File: src/rtl/ex_muldiv_if.sv
// Operand/result bundle between the ID/EX stage and the EX multiply/divide unit.
// The pipeline side is the master; the arithmetic unit is the slave.
interface ex_muldiv_if #(parameter int WIDTH = 32);
    logic [7:0]       aluop_i;
    logic [WIDTH-1:0] reg1_i;
    logic [WIDTH-1:0] reg2_i;
    logic             hold_i;
    logic             cancel_i;
    logic [WIDTH-1:0] hi_o;
    logic [WIDTH-1:0] lo_o;
    logic             done_o;
    logic             stallreq_o;
    logic             busy_o;

    modport master (output aluop_i, reg1_i, reg2_i, hold_i, cancel_i,
                    input  hi_o, lo_o, done_o, stallreq_o, busy_o);
    modport slave  (input  aluop_i, reg1_i, reg2_i, hold_i, cancel_i,
                    output hi_o, lo_o, done_o, stallreq_o, busy_o);
endinterface

File: src/rtl/ex_muldiv.sv
// EX-stage iterative multiply/divide: one shift-add or restoring-divide step per cycle,
// producing {HI,LO} and stalling the front of the pipe while the iteration runs.
module ex_muldiv #(parameter int WIDTH = 32) (
    input logic       Clk,
    input logic       Rst_n,
    ex_muldiv_if.slave bus
);
    localparam logic [7:0] EXE_MULT_OP  = 8'b00011000;
    localparam logic [7:0] EXE_MULTU_OP = 8'b00011001;
    localparam logic [7:0] EXE_DIV_OP   = 8'b00011010;
    localparam logic [7:0] EXE_DIVU_OP  = 8'b00011011;
    localparam int         CW           = $clog2(WIDTH) + 1;

    localparam logic [1:0] IDLE = 2'd0;
    localparam logic [1:0] BUSY = 2'd1;
    localparam logic [1:0] DONE = 2'd2;

    logic [1:0]         state;
    logic [CW-1:0]      count;
    logic [WIDTH-1:0]   b_q;
    logic [2*WIDTH-1:0] acc;
    logic               is_div, neg_q, neg_r;
    logic [WIDTH-1:0]   hi_q, lo_q;

    logic               is_op, start, signed_op, div_op, a_neg, b_neg;
    logic [WIDTH-1:0]   a_mag, b_mag;

    assign signed_op = (bus.aluop_i == EXE_MULT_OP) || (bus.aluop_i == EXE_DIV_OP);
    assign div_op    = (bus.aluop_i == EXE_DIV_OP)  || (bus.aluop_i == EXE_DIVU_OP);
    assign is_op     = signed_op || div_op || (bus.aluop_i == EXE_MULTU_OP);
    assign start     = is_op & ~bus.cancel_i;
    assign a_neg     = signed_op & bus.reg1_i[WIDTH-1];
    assign b_neg     = signed_op & bus.reg2_i[WIDTH-1];
    assign a_mag     = a_neg ? -bus.reg1_i : bus.reg1_i;
    assign b_mag     = b_neg ? -bus.reg2_i : bus.reg2_i;

    // Multiply: acc = {partial, multiplier}; add multiplicand into the top half and shift right.
    logic [WIDTH:0]     mul_sum;
    logic [2*WIDTH-1:0] mul_next;
    assign mul_sum  = {1'b0, acc[2*WIDTH-1:WIDTH]} + (acc[0] ? {1'b0, b_q} : '0);
    assign mul_next = {mul_sum, acc[WIDTH-1:1]};

    // Divide: acc = {remainder, dividend/quotient}; shift left, trial-subtract, keep if non-negative.
    logic [WIDTH:0]     rem_sh, diff;
    logic               qbit;
    logic [WIDTH-1:0]   rem_new;
    logic [2*WIDTH-1:0] div_next;
    assign rem_sh   = acc[2*WIDTH-1:WIDTH-1];
    assign diff     = rem_sh - {1'b0, b_q};
    assign qbit     = ~diff[WIDTH];
    assign rem_new  = qbit ? diff[WIDTH-1:0] : rem_sh[WIDTH-1:0];
    assign div_next = {rem_new, acc[WIDTH-2:0], qbit};

    logic [2*WIDTH-1:0] acc_next, mul_res;
    logic [WIDTH-1:0]   q_fix, r_fix;
    assign acc_next = is_div ? div_next : mul_next;
    assign mul_res  = neg_q ? -acc_next : acc_next;
    assign q_fix    = neg_q ? -acc_next[WIDTH-1:0] : acc_next[WIDTH-1:0];
    assign r_fix    = neg_r ? -acc_next[2*WIDTH-1:WIDTH] : acc_next[2*WIDTH-1:WIDTH];

    always_ff @(posedge Clk or negedge Rst_n) begin
        if (!Rst_n) begin
            state  <= IDLE;
            count  <= '0;
            b_q    <= '0;
            acc    <= '0;
            is_div <= 1'b0;
            neg_q  <= 1'b0;
            neg_r  <= 1'b0;
            hi_q   <= '0;
            lo_q   <= '0;
        end else if (bus.cancel_i) begin
            state <= IDLE;
            count <= '0;
        end else begin
            case (state)
                IDLE: if (start) begin
                    if (div_op && bus.reg2_i == '0) begin
                        state <= DONE;
                        hi_q  <= '0;
                        lo_q  <= '0;
                    end else begin
                        acc    <= {{WIDTH{1'b0}}, a_mag};
                        b_q    <= b_mag;
                        is_div <= div_op;
                        neg_q  <= a_neg ^ b_neg;
                        neg_r  <= a_neg;
                        count  <= '0;
                        state  <= BUSY;
                    end
                end
                BUSY: begin
                    acc   <= acc_next;
                    count <= count + 1'b1;
                    if (count == CW'(WIDTH - 1)) begin
                        state <= DONE;
                        if (is_div) begin
                            hi_q <= r_fix;
                            lo_q <= q_fix;
                        end else begin
                            hi_q <= mul_res[2*WIDTH-1:WIDTH];
                            lo_q <= mul_res[WIDTH-1:0];
                        end
                    end
                end
                DONE:    if (!bus.hold_i) state <= IDLE;
                default: state <= IDLE;
            endcase
        end
    end

    assign bus.hi_o       = hi_q;
    assign bus.lo_o       = lo_q;
    assign bus.done_o     = (state == DONE);
    assign bus.busy_o     = (state == BUSY);
    assign bus.stallreq_o = Rst_n & (((state == IDLE) & start) | ((state == BUSY) & ~bus.cancel_i));
endmodule

File: src/flat_wrapper.sv
// flat-port wrapper written by rule: the top's interface ports become plain ports
module ex_muldiv_flat 
#(parameter int WIDTH = 32)
  (Clk, Rst_n, bus_aluop_i, bus_reg1_i, bus_reg2_i, bus_hold_i, bus_cancel_i, bus_hi_o, bus_lo_o, bus_done_o, bus_stallreq_o, bus_busy_o);
  ex_muldiv_if #(.WIDTH(WIDTH)) bus_i ();
  input logic Clk;
  input logic Rst_n;
  input wire logic [$bits(bus_i.aluop_i)-1:0] bus_aluop_i;
  input wire logic [$bits(bus_i.reg1_i)-1:0] bus_reg1_i;
  input wire logic [$bits(bus_i.reg2_i)-1:0] bus_reg2_i;
  input wire logic [$bits(bus_i.hold_i)-1:0] bus_hold_i;
  input wire logic [$bits(bus_i.cancel_i)-1:0] bus_cancel_i;
  output wire logic [$bits(bus_i.hi_o)-1:0] bus_hi_o;
  output wire logic [$bits(bus_i.lo_o)-1:0] bus_lo_o;
  output wire logic [$bits(bus_i.done_o)-1:0] bus_done_o;
  output wire logic [$bits(bus_i.stallreq_o)-1:0] bus_stallreq_o;
  output wire logic [$bits(bus_i.busy_o)-1:0] bus_busy_o;
  assign bus_i.aluop_i = bus_aluop_i;
  assign bus_i.reg1_i = bus_reg1_i;
  assign bus_i.reg2_i = bus_reg2_i;
  assign bus_i.hold_i = bus_hold_i;
  assign bus_i.cancel_i = bus_cancel_i;
  assign bus_hi_o = bus_i.hi_o;
  assign bus_lo_o = bus_i.lo_o;
  assign bus_done_o = bus_i.done_o;
  assign bus_stallreq_o = bus_i.stallreq_o;
  assign bus_busy_o = bus_i.busy_o;
  ex_muldiv #(.WIDTH(WIDTH)) u_core (.Clk(Clk), .Rst_n(Rst_n), .bus(bus_i));
endmodule
File: config.mk
export PLATFORM = sky130hd
export DESIGN_NAME = ex_muldiv_flat
export DESIGN_NICKNAME = d
export VERILOG_FILES = /design/src/rtl/ex_muldiv_if.sv /design/src/rtl/ex_muldiv.sv /design/src/flat_wrapper.sv
export SDC_FILE = /design/constraint.sdc
export NUM_CORES = 1
export LEC_CHECK = 0
export CORE_MARGIN = 5
export CORE_UTILIZATION = 35
export CTS_CLUSTER_SIZE = 14
export DETAILED_ROUTE_END_ITERATION = 16
export DONT_BUFFER_PORTS = 1
export PLACE_DENSITY = 0.46
export SLEW_MARGIN = 40
export SYNTH_ARGS = -nofsm -noshare
export SYNTH_HDL_FRONTEND = slang
export SYNTH_SLANG_ARGS = --single-unit
File: constraint.sdc
create_clock -name Clk -period 6.3 [get_ports Clk]
set_clock_uncertainty 0.05 [all_clocks]
set_input_delay 0.315 -clock Clk [delete_from_list [all_inputs] [get_ports Clk]]
set_output_delay 0.315 -clock Clk [all_outputs]
set_load 0.02 [all_outputs]
; After elaboration in Yosys (flattened, before gate mapping)
; Cells that the tools add are included.
; W data, S select, Z words.
[totals]
register_bits = 171
inputBits = 76
out_inout_bits = 67
[op_classes]
n_addsub = 8
eq_ne = 15
n_mux = 29
n_bitwise = 11
reduce_logical = 14
[ops]
columns = cell, count
row1 = $mux W32, 12
row2 = $mux W64, 4
row3 = $neg A32 Y32, 4
row4 = $pmux W32 S2, 2
row5 = $pmux W64 S2, 1
row6 = $neg A64 Y64, 1
row7 = $add A32 B33 Y33, 1
row8 = $sub A33 B32 Y33, 1
row9 = $eq A8 B5 Y1 const B, 4
row10 = $logic_not A32 Y1, 1
row11 = $mux W6, 3
row12 = $pmux W6 S2, 1
row13 = $mux W2, 5
row14 = $reduce_and A4 Y1, 2
row15 = $add A6 B1 Y6 const B, 1
row16 = $and A1 B1 Y1, 6
row17 = $eq A6 B5 Y1 const B, 1
row18 = $ne A2 B1 Y1 const B, 3
row19 = $ne A3 B2 Y1 const B, 2
row20 = $ne A3 B3 Y1 const B, 2
row21 = $pmux W2 S3, 1
row22 = $reduce_and A3 Y1, 2
row23 = $reduce_and A5 Y1, 1
row24 = $logic_or A1 B1 Y1, 4
row25 = 10 further kinds, 12

; Longest topological paths before layout
; Gate-level depths: netlist (run 1).
[logic_depth]
ltp_word = 8
ltp_mapped = 24
ltp_nobuf = 23

; Worst setup path after synthesis (run 1)
; Ideal clock, no wire load.
[synth_timing]
path_kind = reg-to-reg
startpoint = register u_core.acc[50]
endpoint = register u_core.hi_q[24], in the netlist u_core.bus.hi_o[24]
setup_ns = 0.121
arrival_ns = 5.301
required_time_ns = 6.129
setup_slack_ns = 0.828
path_stages_with_launch = 22
synth_period_minus_slack_ns = 5.472
path_cell_list = dfrtp_1 -> ha_1 -> a21o_1 -> o21bai_4 -> a311oi_4 -> o41ai_2 -> o21a_4 -> xnor2_2 -> clkbuf_1 -> nor2_1 -> a21oi_1 -> ha_1 -> o2111ai_1 -> or3b_2 -> nand2b_1 -> nor2_1 -> nand2_1 -> o31ai_1 -> a211oi_1 -> o41ai_1 -> xor2_1 -> a22o_1
[synth_between]
elab_chain_cells = 8
[synth_lines]
columns = element, line_no
row1 = from (decl), ex_muldiv.sv:21  ; logic [2*WIDTH-1:0] acc;
row2 = from (signal assigned), ex_muldiv.sv:83  ; acc <= {{WIDTH{1'b0}}, a_mag};
row3 = from (signal assigned), ex_muldiv.sv:93  ; acc <= acc_next;
row4 = $sub A33 B32 Y33, ex_muldiv.sv:49  ; assign diff = rem_sh - {1'b0, b_q};
row5 = $mux W32 or $not A1 Y1 (tied branches), "ex_muldiv.sv:51, ex_muldiv.sv:50"
row6 = $mux W64 *, ex_muldiv.sv:56  ; assign acc_next = is_div ? div_next : mul_next;
row7 = $neg A64 Y64 or $neg A32 Y32 (tied branches), "ex_muldiv.sv:57, ex_muldiv.sv:59"
row8 = $mux W64 or $mux W32 (tied branches), "ex_muldiv.sv:57, ex_muldiv.sv:59"
row9 = $mux W32 *, ex_muldiv.sv:97  ; if (is_div) begin
row10 = $mux W32 *, ex_muldiv.sv:95  ; if (count == CW'(WIDTH - 1)) begin
row11 = $pmux W32 S2 *, ex_muldiv.sv:76  ; case (state)
row12 = to (signal assigned), ex_muldiv.sv:98  ; hi_q <= r_fix;
row13 = to (signal assigned), ex_muldiv.sv:101  ; hi_q <= mul_res[2*WIDTH-1:WIDTH];
row14 = to (decl), ex_muldiv.sv:23  ; logic [WIDTH-1:0] hi_q, lo_q;
; Mark *: on every way between the ends. The rest lies on a longest branch, timed or not. The select of a mux whose other input is x is not followed.
; A chain may end at the register's enable or synchronous reset.

; Worst setup path in the final report (run 1)
[layout_timing]
startpoint = register u_core.acc[58]
endpoint = register u_core.hi_q[24], in the netlist u_core.bus.hi_o[24]
[layout_between]
elab_chain_cells = 8
[layout_lines]
columns = element, line_no
row1 = $sub A33 B32 Y33 *, ex_muldiv.sv:49
row2 = $mux W32 or $not A1 Y1 (tied branches), "ex_muldiv.sv:51, ex_muldiv.sv:50"
row3 = $mux W64 *, ex_muldiv.sv:56
row4 = $neg A64 Y64 or $neg A32 Y32 (tied branches), "ex_muldiv.sv:57, ex_muldiv.sv:59"
row5 = $mux W64 or $mux W32 (tied branches), "ex_muldiv.sv:57, ex_muldiv.sv:59"
row6 = $mux W32 *, ex_muldiv.sv:97
row7 = $mux W32 *, ex_muldiv.sv:95
row8 = $pmux W32 S2 *, ex_muldiv.sv:76
; Marks and branches as above.

==> results.ini, run 1 <==
[drt]
viasPerCell=5.91
routed-via-count=15300
drt_first_iter_violations=1358
drc=0
number_of_iterations_in_the_first_detailed_routing_pass=5
routedWlPerCell_um=24.7
drtAntennaViolNets=0
wl_um=63900

[worst_setup_path]
critPathMaxFanout=14
cp.required_ns=6.65
arrival_ns=6.18
cp-start-kind=flop
worst-setup-path-type=flop to flop
endpoint_kind=flop

[synth]
synthesis.yosys.warnings=0
synthesis.area_per_instance_um2=7.70
post_synth_inst_count=1985
synth_edf_count=0
compound_gate_fraction_of_synth_area_pct=27.1
synth.yosys.seq_area_share_pct=28.0
synth-adder-area-share_pct=5.91
synth.distinct_cells=88
post_synth_and_or_nand_nor_area_fraction_pct=21.8
netlist_area_um2=15300
syn-num-nets=2132
mux_share_of_post_synthesis_cell_area_pct=3.35
synth-xor-area-share_pct=9.46
yosys_most_used_dff=sky130_fd_sc_hd__dfrtp_1
dominant_combinational_cell_family_by_area_after_synthesis=compound AO/OA/AOI/OAI gates
synth-seq-cells=171
synthArstFlopShare_pct=100

[die]
chipHeight_um=219
rows=76
initial_core_util_pct=35.4
design.core.area_um2=43200
fp.dieW_um=219
num_io_pins=143
die-area_um2=47900

[placement]
dpl.cell_count=2529
detailed_place.area_um2=16200
gp_congestion=0.961
hpwl_um=49500
buffer_ports.inserted=0

[timing]
finalHoldViolations=0
setup_viol=0
fmax_mhz=172
tightestPinTransition_ns=0.827
maxSlewHeadroom_pct=44.3
timing.final.crit_period_ns=5.83
finalMaxSlewViolations=0
period_share_pct=92.5

[clock_network]
htreeDepth=4
clock_tree_from_tritoncts=done
post_cts_setup_bufs=0
cts_buffer_depth=2
cts_inserted_buffers=17
clkSlewWorstSetupHoldPaths_ns=0.08
worst_skew_late_latency_ns=0.51
root_buffer=sky130_fd_sc_hd__clkbuf_16
clock-sinks=171

[global_routing]
grt_max_degree=172
number_of_antenna_violations_at_the_first_check_in_global_routing=3
grt_usage_pct=26.4
grt_pass1_vias=14600
globalRouteOverflowTotal=0
grt_pass1_wl_um=95100

[run]
max_cap_violations=0

[layout]
finish.net_count=2139
finish.utilization_pct=39.7
layout-area-overhead-vs-synth_pct=12.1
final_common_cell=sky130_fd_sc_hd__nand2_1
layout-drive-gt1-share_pct=7.53
layout.cells.most_common_list=sky130_fd_sc_hd__nand2_1, sky130_fd_sc_hd__o21ai_0, sky130_fd_sc_hd__dfrtp_1
antenna-diode-count=0
layout.filler_cells=4562
instances_no_fill=2590
final_design_area_excluding_fillers_um2=17100

[outcome]
run_status=completed

[power]
worst_vdd_rail_ir_drop_mv=0.238
leakage_nw=7.31
power.density_cell_area_nw_per_um2=520

[min_path]
hold_path.class=input pin to flop

-- state kept, by name (all words and copies together) (netlist names) --
signal,flops
u_core.neg_q,1
u_core.b_q,32
u_core.bus.hi_o,32
u_core.state,2
u_core.count,6
u_core.acc,64
u_core.neg_r,1
u_core.bus.lo_o,32
u_core.is_div,1
-- final timing paths --
check | startpoint | endpoint | slack (ns) | depth (start not counted)
min in group asynchronous | Rst_n | u_core.acc[41] | 0.29 | 2
worst max-delay path | u_core.acc[58] | u_core.bus.hi_o[24] | 0.47 | 20
max in group asynchronous | Rst_n | u_core.bus.lo_o[3] | 5.00 | 3
worst min register to register | u_core.count[5] | u_core.count[5] | 0.43 | 1
worst max register to register | u_core.acc[58] | u_core.bus.hi_o[24] | 0.47 | 20
worst min-delay path | bus_reg2_i[31] | u_core.neg_q | 0.03 | 3
-- final cells by class --
class                   count  area [um2]  share of cell area, %
repair buffers             93         831                   4.85
clock inverters            15         191                   1.12
multi-input cells        1642       10400                   60.8
flip-flops and latches    171        4280                   25.0
inverters                  67         251                   1.47
well taps                 585         732                   4.27
clock buffers              17         425                   2.48
-- critical path: stages (launching register included) --
cell	delay [ns]
sky130_fd_sc_hd__dfrtp_1	0.43
sky130_fd_sc_hd__ha_1	0.41
sky130_fd_sc_hd__a21oi_1	0.17
sky130_fd_sc_hd__o21ai_1	0.13
sky130_fd_sc_hd__a221oi_2	0.49
sky130_fd_sc_hd__o21ai_0	0.40
sky130_fd_sc_hd__o21a_4	0.32
sky130_fd_sc_hd__xnor2_2	0.17
sky130_fd_sc_hd__nor2_1	0.11
sky130_fd_sc_hd__a21oi_1	0.21
sky130_fd_sc_hd__ha_1	0.26
sky130_fd_sc_hd__o2111ai_1	0.21
sky130_fd_sc_hd__or3b_2	0.57
sky130_fd_sc_hd__nand2b_1	0.25
sky130_fd_sc_hd__nor2_1	0.33
sky130_fd_sc_hd__nand2_1	0.13
sky130_fd_sc_hd__o31ai_1	0.32
sky130_fd_sc_hd__a211oi_1	0.12
sky130_fd_sc_hd__o41ai_1	0.31
sky130_fd_sc_hd__xor2_1	0.12
sky130_fd_sc_hd__a22o_1	0.19
-- cells by family (layout without fill, tap and decap cells) --
family	Yosys count	after routing
flops	171	171
simple gates	711	711
mux	50	50
compound gates	648	648
fa+ha+maj	71	71
buf+inv	172	192
xor+xnor	162	162
-- stage by stage --
step / power, W / setup WS [ns] / setup TNS (ns) / hold WS [ns]
floorplan: 0.00510 / 0.828 / 0 / -0.0306
global placement: 0.00759 / 0.564 / 0 / -0.0159
detailed placement: 0.00758 / 0.351 / 0 / -0.0147
CTS: 0.00880 / 0.334 / 0 / 0.00462
global route: 0.00936 / -0.00656 / -0.00656 / 0.0488
finish: 0.00890 / 0.471 / 0 / 0.0267
-- cell usage after synthesis, drive strengths merged (10+ instances only) --
library cell  count  area share (%)
nand2           303             7.4
a211oi           15            0.74
dfrtp           171              28
nand4            25             1.0
a21oi           139             4.6
xnor2            96             5.7
and3             15            0.65
o21ai           236             7.8
a21o             27             1.3
or2              10            0.41
nand2b           13            0.53
or3              20            0.82
inv              66             1.6
xor2             66             3.8
o41ai            13            0.84
nor2            137             3.4
o21a             20             1.0
o211ai           21             1.0
mux2i            41             2.7
ha               69             5.6
a22o             27             1.5
nand3            34             1.1
o31ai            31             1.5
clkbuf           79             1.9
nor4             25             1.0
and2             40             1.6
a31oi            22            0.90
nor3             45             1.5
buf              26            0.73
-- metal layers --
metal / wire, um / global-route usage [%] / vias to the layer above
met3: 3960 / 4.92 / 86
li1: - / - / 7211
met5: 0 / 0 / -
met1: 30700 / 38.6 / 7508
met4: 1750 / 7.79 / 0
met2: 27500 / 39.5 / 507
-- where the power goes --
group	internal, W	switching, W	total [W]
clock network	0.000542	0.000607	0.00115
registers	0.00131	0.000383	0.00169
logic	0.00210	0.00397	0.00606
total	0.00395	0.00496	0.00890
-- what timing repair did --
action                                  in CTS  in global routing
hold buffers                                28                  0
gates resized for setup                      0                  4
hold endpoints to repair                   199                  0
endpoints found under the setup margin       0                  4
Note: power is estimated with default switching activity, not from simulation.
==> run 2: changes to the inputs <==
--- a/config.mk
+++ b/config.mk
@@ -10,7 +10,7 @@
 export CTS_CLUSTER_SIZE = 14
 export DETAILED_ROUTE_END_ITERATION = 16
 export DONT_BUFFER_PORTS = 1
-export PLACE_DENSITY = 0.46
+export PLACE_DENSITY = 0.48
 export SLEW_MARGIN = 40
 export SYNTH_ARGS = -nofsm -noshare
 export SYNTH_HDL_FRONTEND = slang
==> constraint.sdc (replaced) <==
create_clock -name Clk -period 4.7 [get_ports Clk]
set_clock_uncertainty 0.05 [all_clocks]
set_input_delay 0.235 -clock Clk [delete_from_list [all_inputs] [get_ports Clk]]
set_output_delay 0.235 -clock Clk [all_outputs]
set_load 0.02 [all_outputs]
==> results.ini, run 2 (synthesis gave the netlist of run 1 again) <==
[placement]
hpwl_um=52000
buffer_ports.inserted=0
place_worst_setup_slack_ns=-0.0641
dpl.cell_count=2732
gp_congestion=0.970

[worst_setup_path]
critPathMaxFanout=8
depth_of_the_critical_timing_path_with_buffers_and_inverters_included=17
reg2regPathDepth=17
r2r_end=u_core.bus.hi_o[31]
top_cell_by_count_worst_path=sky130_fd_sc_hd__buf_4
crit_buf_inv=3
cp_startpoint=u_core.b_q[19]
cp-start-kind=flop
worst_path_max_delay_cell=sky130_fd_sc_hd__or4_4
timing.critical_path.slowest_cell_delay_ns=0.55
endpoint_kind=flop
regToRegSetupSlack_ns=0.09
worst_r2r_startpoint=u_core.b_q[19]
worst-setup-path-type=flop to flop
crit_chain=inv_1, ha_4, a21o_1, o21bai_4, a311oi_4, o41ai_4, o21a_4, buf_4, buf_4, and3_4, a2111oi_4, nand4b_2, or4_4, or3_4, o41a_1, xor2_1, o21ai_1
worst_path_dominant_cell_family=compound AO/OA/AOI/OAI gates
arrival_ns=4.93
cp.required_ns=5.02

[layout]
largest_reg_flops=64
instances_no_fill=2832
layout-area-overhead-vs-synth_pct=27.7
layout.cells.most_common_list=sky130_fd_sc_hd__nand2_1, sky130_fd_sc_hd__buf_4, sky130_fd_sc_hd__o21ai_0
antenna-diode-count=0
layout-drive-gt1-share_pct=19.1
final_common_cell=sky130_fd_sc_hd__nand2_1
largest_register=u_core.acc
finish.net_count=2381

[drt]
routed-via-count=16400
routedWlPerCell_um=23.6
top_signal_layer_used=met5
number_of_iterations_in_the_first_detailed_routing_pass=5
met1_length_um=32100
wl_met2_um=29100
drc=0
drt_first_iter_violations=1473
viasPerCell=5.78
wl_um=66700
detailroute.wirelength.met3_um=3980
drtAntennaViolNets=0

[timing]
final.setup.tns_ns=0
finalHoldViolations=0
maxSlewHeadroom_pct=41.7
setup_slack_ns=0.0941
fmax_mhz=217
hold-worst-slack_ns=0.0206
rsz0062_at_grt=true
tightestPinTransition_ns=0.874
timing.final.crit_period_ns=4.61
period_share_pct=98.0
finalMaxSlewViolations=0
setup_viol=0

[clock_network]
clkSlewWorstSetupHoldPaths_ns=0.09
root_buffer=sky130_fd_sc_hd__clkbuf_16
cts_buffer_depth=2
cts_inserted_buffers=17
htreeDepth=4
clock_tree_from_tritoncts=done
worst_skew_late_latency_ns=0.50
clock-sinks=171

[die]
initial_core_util_pct=35.4
rows=76
chipHeight_um=219
design.core.area_um2=43200
fp.dieW_um=219
die-area_um2=47900
num_io_pins=143

[outcome]
run_status=completed

[global_routing]
grt_pass1_wl_um=99300
grt_usage_pct=27.4
number_of_antenna_violations_at_the_first_check_in_global_routing=2
grt_max_degree=172
globalRouteOverflowTotal=0
grt_pass1_vias=15400

[min_path]
worst_hold_startpoint=bus_reg2_i[2]
hold_path.class=input pin to flop
worst_hold_path.num_cells=2
hold_end=u_core.b_q[2]

[power]
worst_vdd_rail_ir_drop_mv=0.397
power.density_cell_area_nw_per_um2=712
leakage_nw=8.55

[run]
max_cap_violations=0

==> run 2: stage by stage <==
| stage | cell area (um2) | util, % | total power [W] |
|---|---|---|---|
| floorplan | 15400 | - | 0.00701 |
| global placement | 17800 | 41.3 | 0.0116 |
| detailed placement | 17800 | 41.3 | 0.0116 |
| CTS | 19000 | 44.1 | 0.0133 |
| global route | 19500 | 45.2 | 0.0146 |
| finish | 19500 | 45.2 | 0.0139 |
==> run 2: worst max path at each step <==
stage / endpoint
final: u_core.bus.hi_o[31]
after global routing: u_core.bus.hi_o[31]
after CTS: u_core.bus.hi_o[23]
after detailed placement: u_core.bus.hi_o[29]
after global placement: u_core.bus.hi_o[25]
after floorplan: u_core.bus.hi_o[24]
==> run 2: layout make-up <==
cell class,instances,area [um2]
flip-flops and latches,171,4290
repair buffers,335,2770
well taps,585,732
fillers,4395,23700
clock buffers,17,425
multi-input cells,1642,10800
clock inverters,15,219
inverters,67,251
==> run 2: power by group <==
| group | internal (W) | switching [W] | leakage [nW] |
|---|---|---|---|
| Sequential | 0.00175 | 0.000437 | 2.28 |
| Clock | 0.000779 | 0.000809 | 0.306 |
| Combinational | 0.00420 | 0.00592 | 5.97 |
==> run 2: per-layer routing <==
| layer | global-route usage, % | vias to the layer above |
|---|---|---|
| li1 | - | 7696 |
| met1 | 41.0 | 8009 |
| met2 | 41.3 | 578 |
| met3 | 3.96 | 82 |
| met4 | 7.43 | 2 |
| met5 | 0 | - |
==> run 2: what timing repair did <==
action | in CTS | in global routing
setup endpoints to repair | 4 | 28
hold buffers | 55 | 0
hold endpoints to repair | 224 | 0
pin swaps | 0 | 22
setup buffers | 0 | 12
resized for setup | 3 | 68
